[config.mk]
export PLATFORM = sky130hd
export DESIGN_NAME = keypad_arm_ctrl
export DESIGN_NICKNAME = d
export VERILOG_FILES = /design/src/rtl/keypad_arm_ctrl.sv
export SDC_FILE = /design/constraint.sdc
export NUM_CORES = 1
export LEC_CHECK = 0
export CAP_MARGIN = 15
export CORE_MARGIN = 2
export CORE_UTILIZATION = 50
export CTS_BUF_LIST = sky130_fd_sc_hd__clkbuf_16
export CTS_CLUSTER_SIZE = 16
export DETAILED_ROUTE_END_ITERATION = 8
export HOLD_SLACK_MARGIN = 0.02
export PLACE_DENSITY_LB_ADDON = 0.05
export SETUP_SLACK_MARGIN = 0.05
export SYNTH_ARGS = -nofsm -noshare
export SYNTH_HDL_FRONTEND = slang
export SYNTH_SLANG_ARGS = --single-unit
[constraint.sdc]
create_clock -name CLK -period 2.35 [get_ports CLK]
set_clock_uncertainty 0.1 [all_clocks]
set_input_delay 0.235 -clock CLK [delete_from_list [all_inputs] [get_ports CLK]]
set_output_delay 0.235 -clock CLK [all_outputs]
set_load 0.005 [all_outputs]
[src/rtl/keypad_arm_ctrl.sv]
// Passcode entry front-end: collects keypad digits, checks them against CODE on ENTER and
// issues a short arm/disarm command on KEY, with a timed lockout after repeated failures.
//
// state     | meaning
// S_IDLE    | no entry in progress, waiting for the first digit
// S_COLLECT | digits being entered, idle timeout running
// S_CHECK   | one cycle: compare entry against CODE, ERR pulses on failure
// S_ISSUE   | KEY drives arm/disarm for CMD_CYCLES cycles
// S_LOCKOUT | too many failures, all strobes ignored until the lock timer expires
module keypad_arm_ctrl #(
   parameter int          CLK_FREQ      = 1_250_000,
   parameter logic [15:0] CODE          = 16'h1234,
   parameter int          MAX_FAIL      = 3,
   parameter int          LOCK_TICKS    = 3000,
   parameter int          TIMEOUT_TICKS = 500,
   parameter int          CMD_CYCLES    = 4
) (
   input  logic       CLK,
   input  logic       RST,
   input  logic [3:0] DIGIT,
   input  logic       DIGIT_STB,
   input  logic       ENTER_STB,
   input  logic       CMD_SEL,
   output logic [1:0] KEY,
   output logic       LOCKED,
   output logic       ERR,
   output logic [2:0] NDIG
);

   localparam int PW = (CLK_FREQ > 1) ? $clog2(CLK_FREQ) : 1;
   localparam int FW = $clog2(MAX_FAIL + 1);
   localparam int TW = $clog2(TIMEOUT_TICKS + 1);
   localparam int LW = $clog2(LOCK_TICKS + 1);
   localparam int CW = (CMD_CYCLES > 1) ? $clog2(CMD_CYCLES) : 1;

   localparam logic [1:0] KEY_ARM     = 2'b11;
   localparam logic [1:0] KEY_DISARM  = 2'b00;
   localparam logic [1:0] KEY_NEUTRAL = 2'b01;

   typedef enum logic [2:0] {
      S_IDLE,
      S_COLLECT,
      S_CHECK,
      S_ISSUE,
      S_LOCKOUT
   } state_t;

   state_t        state_q, state_d;
   logic [PW-1:0] presc_q, presc_d;
   logic [15:0]   digits_q, digits_d;
   logic [2:0]    ndig_q, ndig_d;
   logic [FW-1:0] fail_q, fail_d;
   logic [TW-1:0] tmo_q, tmo_d;
   logic [LW-1:0] lock_cnt_q, lock_cnt_d;
   logic [CW-1:0] cmd_cnt_q, cmd_cnt_d;
   logic          cmd_sel_q, cmd_sel_d;
   logic [1:0]    key_q, key_d;
   logic          locked_q, locked_d;
   logic          err_q, err_d;
   logic          tick;
   logic          entry_ok;

   assign tick     = (presc_q == PW'(CLK_FREQ - 1));
   assign entry_ok = (ndig_q == 3'd4) && (digits_q == CODE);

   always_comb begin
      presc_d    = tick ? '0 : presc_q + PW'(1);
      state_d    = state_q;
      digits_d   = digits_q;
      ndig_d     = ndig_q;
      fail_d     = fail_q;
      tmo_d      = tmo_q;
      lock_cnt_d = lock_cnt_q;
      cmd_cnt_d  = cmd_cnt_q;
      cmd_sel_d  = cmd_sel_q;
      key_d      = key_q;
      locked_d   = locked_q;
      err_d      = 1'b0;

      case (state_q)
         S_IDLE: begin
            // ENTER wins over a simultaneous digit, and ENTER alone does nothing here
            if (!ENTER_STB && DIGIT_STB) begin
               digits_d = {digits_q[11:0], DIGIT};
               ndig_d   = 3'd1;
               tmo_d    = TW'(TIMEOUT_TICKS);
               state_d  = S_COLLECT;
            end
         end
         S_COLLECT: begin
            if (ENTER_STB) begin
               cmd_sel_d = CMD_SEL;
               err_d     = !entry_ok;
               state_d   = S_CHECK;
            end else if (DIGIT_STB) begin
               tmo_d = TW'(TIMEOUT_TICKS);
               if (ndig_q < 3'd4) begin
                  digits_d = {digits_q[11:0], DIGIT};
                  ndig_d   = ndig_q + 3'd1;
               end
            end else if (tick) begin
               if (tmo_q <= TW'(1)) begin
                  digits_d = '0;
                  ndig_d   = '0;
                  state_d  = S_IDLE;
               end else begin
                  tmo_d = tmo_q - TW'(1);
               end
            end
         end
         S_CHECK: begin
            digits_d = '0;
            ndig_d   = '0;
            if (entry_ok) begin
               fail_d    = '0;
               key_d     = cmd_sel_q ? KEY_ARM : KEY_DISARM;
               cmd_cnt_d = CW'(CMD_CYCLES - 1);
               state_d   = S_ISSUE;
            end else if (fail_q == FW'(MAX_FAIL - 1)) begin
               fail_d     = fail_q + FW'(1);
               locked_d   = 1'b1;
               lock_cnt_d = LW'(LOCK_TICKS);
               state_d    = S_LOCKOUT;
            end else begin
               fail_d  = fail_q + FW'(1);
               state_d = S_IDLE;
            end
         end
         S_ISSUE: begin
            if (cmd_cnt_q == '0) begin
               key_d   = KEY_NEUTRAL;
               state_d = S_IDLE;
            end else begin
               cmd_cnt_d = cmd_cnt_q - CW'(1);
            end
         end
         S_LOCKOUT: begin
            if (tick) begin
               if (lock_cnt_q <= LW'(1)) begin
                  locked_d = 1'b0;
                  fail_d   = '0;
                  state_d  = S_IDLE;
               end else begin
                  lock_cnt_d = lock_cnt_q - LW'(1);
               end
            end
         end
         default: begin
            key_d    = KEY_NEUTRAL;
            locked_d = 1'b0;
            state_d  = S_IDLE;
         end
      endcase
   end

   always_ff @(posedge CLK) begin
      if (RST) begin
         state_q    <= S_IDLE;
         presc_q    <= '0;
         digits_q   <= '0;
         ndig_q     <= '0;
         fail_q     <= '0;
         tmo_q      <= '0;
         lock_cnt_q <= '0;
         cmd_cnt_q  <= '0;
         cmd_sel_q  <= 1'b0;
         key_q      <= KEY_NEUTRAL;
         locked_q   <= 1'b0;
         err_q      <= 1'b0;
      end else begin
         state_q    <= state_d;
         presc_q    <= presc_d;
         digits_q   <= digits_d;
         ndig_q     <= ndig_d;
         fail_q     <= fail_d;
         tmo_q      <= tmo_d;
         lock_cnt_q <= lock_cnt_d;
         cmd_cnt_q  <= cmd_cnt_d;
         cmd_sel_q  <= cmd_sel_d;
         key_q      <= key_d;
         locked_q   <= locked_d;
         err_q      <= err_d;
      end
   end

   assign KEY    = key_q;
   assign LOCKED = locked_q;
   assign ERR    = err_q;
   assign NDIG   = ndig_q;

endmodule

# After elaboration in Yosys (flattened, before gate mapping)
# Index checks and enable logic that the tools add are counted.
# word_totals
reg_bits	73
output_inout_bits	7
elab_cells	122
input_bits	9
# classes
magnitude_cmp	3
reduce_logical	23
n_addsub	6
mux	49
bitwise	4
eq_ne	25
# ops
op	count
two-way mux 16 bit	6
two-way mux 12 bit	4
one-hot mux 16 bit (3 select lines)	1
two-way mux 9 bit	5
two-way mux 3 bit	13
one-hot mux 12 bit (2 select lines)	1
adder 21 x 1 -> 21 bit (second input constant)	1
== test 21 bit (second input constant)	1
!= test 3 bit (second input constant)	7
!= test 2 bit (second input constant)	10
one-hot mux 9 bit (2 select lines)	1
== test 16 x 13 -> 1 bit (second input constant)	1
two-way mux 2 bit	8
one-hot mux 3 bit (5 select lines)	1
AND reduction 5 bit	3
less-or-equal comparator 12 x 1 -> 1 bit (second input constant)	1
subtractor 12 x 1 -> 12 bit (second input constant)	1
less-or-equal comparator 9 x 1 -> 1 bit (second input constant)	1
one-hot mux 3 bit (3 select lines)	1
AND reduction 3 bit	3
OR reduction 3 bit	3
subtractor 9 x 1 -> 9 bit (second input constant)	1
one-hot mux 2 bit (2 select lines)	2
AND reduction 7 bit	1
21 further kinds	33

# Logic depth before layout (Yosys ltp)
# depth
word_depth	6
depth_mapped	10
mapped_depth_nobuf	8

# Worst setup path before layout
# OpenSTA, ideal clock, no wires.
# synth_path
path_type	flip-flop to flip-flop
startpoint	reg presc_q[0]
endpoint	reg lock_cnt_q[8]
arrival_ns	2.114
stages_incl_launch_ff	9
path_buffers	1
period_less_slack_ns	2.288
setup_time_ns	0.074
t_required_ns	2.176
slack_ns	0.062
cell_sequence	dfxtp_1 -> ha_1 -> and3_1 -> buf_2 -> and4_1 -> a21oi_1 -> a211o_4 -> or4_1 -> a31oi_1
# synth_between
elab_chain_len	3
# synth_rtl
element	line	source
from (decl)	49	logic [PW-1:0] presc_q, presc_d;
from (signal assigned)	172	presc_q <= presc_d;
== test 21 bit	63	assign tick = (presc_q == PW'(CLK_FREQ - 1));
!= test 2 bit (no line)	-	
AND reduction 5 bit (no line)	-	
to (signal assigned)	177	lock_cnt_q <= lock_cnt_d;
to (decl)	54	logic [LW-1:0] lock_cnt_q, lock_cnt_d;
# No other way between the ends.
# A chain may end at the register's enable or synchronous reset.

# Final worst setup path
# layout_path
startpoint	reg lock_cnt_q[4]
endpoint	reg lock_cnt_q[2]
# layout_between
elab_chain_len	3
# layout_rtl
element	line	source
less-or-equal comparator 12 x 1 -> 1 bit	139	if (lock_cnt_q <= LW'(1)) begin
!= test 2 bit (no line)	-	
AND reduction 5 bit (no line)	-	
# No other way between the ends.

==> out/metrics.yaml <==
detailed_routing:
  antenna_left: 0
  viasPerCell: 5.708
  firstDrtPassIters: 4
  drc_errors: 0
  routed_wl_um: 8530
  drt-initial-drc-count: 139
  avgRoutedWirePerCell_um: 14.83
  vias: 3282
critical_path:
  rr_worst_depth: 7
  r2r-start: "lock_cnt_q[4]"
  worst-setup-path-type: "reg2reg"
  critPathMaxFanout: 8
  worstReg2RegEnd: "lock_cnt_q[2]"
  rrSetupSlack_ps: -3
  end_kind: "flip-flop"
  worstPathRequired_ps: 2470
  crit_path_start_kind: "flip-flop"
  cp_data_arrival_time_ps: 2470
  setup.worst_path.start: "lock_cnt_q[4]"
synthesis:
  synth_most_common_cell: "dfxtp_1"
  ys_seq_elements: 73
  yosysSeqAreaShare_pct: 40.81
  yosys_most_used_dff: "dfxtp_1"
  synthXorXnorAreaFrac_pct: 5.381
  synth_top_family_by_area: "simple AND/OR/NAND/NOR gates"
  ys_async_sr_fraction_pct: 0
  syn-num-nets: 450
  synth_top_area_share_pct: 40.81
  yosys_warnings: 0
  synth_edf_count: 0
  netlist_top_cells_count: "dfxtp_1, nor2_1, nand2_1"
  yosys.area.top_type: "dfxtp_1"
  synth_compound_area_share_pct: 16.70
  syn_area_per_cell_sq_um: 8.289
  synth_fa_ha_area_share_pct: 3.145
  synth_area_leaders: "dfxtp_1, nor2_1, nand2_1, nand3_1, ha_1"
  muxShareOfSynthArea_pct: 0.8386
  ys_types: 60
  synthCells: 432
  synth-simple-area-share_pct: 28.48
  synth_area_sq_mm: 0.003581
sta:
  fmax_mhz: 425.0
  tightest_slew_ps: 465.7
  fin_crit_sh_pct: 100.1
  hold_ws_ps: 337.1
  relSlewSlack_pct: 68.62
  worst_slack_ps: -2.836
  setup_viol: 1
  period_needed_ps: 2353
  finalHoldViolCount: 0
  rsz0062_at_grt: "yes"
  finalMaxSlewViolations: 0
die:
  dieArea_sq_mm: 0.007854
  die_w_um: 88.63
  fp.coreArea_sq_mm: 0.006869
  fp.dieH_um: 88.63
  ios: 16
  rows: 30
  start_util_pct: 52.13
final_layout:
  area_growth_pct: 24.74
  num-fill-cells: 586
  design.final.nets: 493
  layout-drive-gt1-share_pct: 16.70
  n_antenna_cell: 0
power_and_ir_drop:
  powerDensity_mw_per_mm2: 829.5
  p_leak_nw: 1.653
  peakVddDrop_uv: 479.0
global_route:
  gr-total-overflow: 0
  antenna_found_initial: 0
  first_global_vias: 3002
  grt_pass1_wl_um: 13660
  grt_max_degree: 34
  track_usage_pct: 22.15
placed_design:
  dp_hpwl_um: 5657
  io_buffers: 15
  detailedPlace.worstSlack_ps: -9.829
  place.gp.congestion: 0.8288
clocking:
  root_buffer: "clkbuf_16"
  path_clk_slew_ps: 60
  cts_tree: "done"
  h-tree-depth: 3
  insertion_delay_ps: 330
  cts.path.max_buffers: 2
  clock_sinks: 73
  numCtsBuffers: 9
hold_path:
  hold_path_class: "reg2reg"
  holdCritStartpoint: "presc_q[0]"
  worstHoldPathCells: 1
  hold_end: "presc_q[0]"
status:
  status: "complete, but fails checks"
  violations: "setup timing"
run:
  drv_cap: 0
==> metrics by stage <==
stage	area (sq um)	std cells	TNS (ps)	util [%]	total power (W)
global route	4467	575	-493.7	65.03	0.003873
floorplan	3581	432	0	-	0.001917
CTS	4353	568	0	63.37	0.003720
global placement	4011	553	0	58.40	0.002145
finish	4467	575	-2.836	65.03	0.003705
detailed placement	4011	553	-9.829	58.40	0.002163
==> critical path: stages, from the launching register on <==
cell	delay, ps
dfxtp_2	320
or4_4	530
or4_4	530
o21ai_4	210
a211o_4	210
buf_8	140
nor3b_1	50
o21a_1	160
==> cell type report <==
cell class              instances  area [sq um]  share of cell area, %
clock inverters                 6         107.6                  2.409
repair buffers                 55         474.2                  10.62
flip-flops and latches         73          1466                  32.83
multi-input cells             320          2013                  45.07
clock buffers                   9         225.2                  5.042
well taps                      96         120.1                  2.689
inverters                      16         60.06                  1.345
==> how the worst max path moves through the flow <==
stage / end / slack (ps)
floorplan: lock_cnt_q[8] / 60
global placement: lock_cnt_q[7] / 70
detailed placement: lock_cnt_q[8] / -10
CTS: lock_cnt_q[10] / 10
global route: LOCKED / -100
finish: lock_cnt_q[2] / -3
==> placed cells by master (no fill, tap or decap), types with 3 or more instances in the layout <==
cell type and instances:
dfxtp_1 69, nor2_1 44, nand2_1 41, buf_4 37, nand3_1 30, o21ai_0 21
a21oi_1 21, nor3_1 16, inv_1 15, clkdlybuf4s50_1 15, nand4_1 11, xor2_1 11
xnor2_1 11, a31oi_1 9, clkbuf_16 9, ha_1 8, or3_1 7, a211oi_1 6
and3_1 5, nand2b_1 5, nor4_1 4, o21ai_2 4, dfxtp_2 4, nor3b_1 3
nor2b_1 3, o21a_1 3, mux2i_1 3, o21bai_1 3, and4_1 3, nand3b_1 3
bufinv_16 3
==> cells by family (layout without fill, tap and decap cells) <==
kind of cell	count (synthesis)	after routing
AND/OR/NAND/NOR	195	195
AO/OA/AOI/OAI	91	91
flip-flops	73	73
buffers and inverters	39	86
XOR/XNOR	22	22
adder cells (fa/ha/maj)	9	9
multiplexers	3	3
==> per-layer routing <==
metal / up-vias / wire length [um] / GRT usage [%]
li1: 1634 / - / -
met1: 1541 / 4175 / 30.46
met2: 88 / 3873 / 34.40
met3: 19 / 324 / 4.104
met4: 0 / 157 / 8.815
met5: - / 0 / 0
==> report_power, final <==
part           total, W  switching, W  internal [W]
Clock           0.00154      0.000512       0.00103
Sequential      0.00143      0.000101       0.00133
Combinational  0.000736      0.000413      0.000324
==> registers in the layout, indices dropped and copies added, names as in the netlist <==
signal,cells
cmd_sel_q,1
fail_q,2
KEY,2
NDIG,3
LOCKED,1
cmd_cnt_q,2
tmo_q,9
digits_q,16
presc_q,21
state_q,3
lock_cnt_q,12
ERR,1
==> repair_timing <==
item / in CTS / in global routing
endpoints found under the setup margin: 7 / 15
hold buffers: 0 / 0
setup buffers: 0 / 7
pin swaps: 2 / 23
gates resized for setup: 2 / 19
Power figures use the tool's default switching activity.
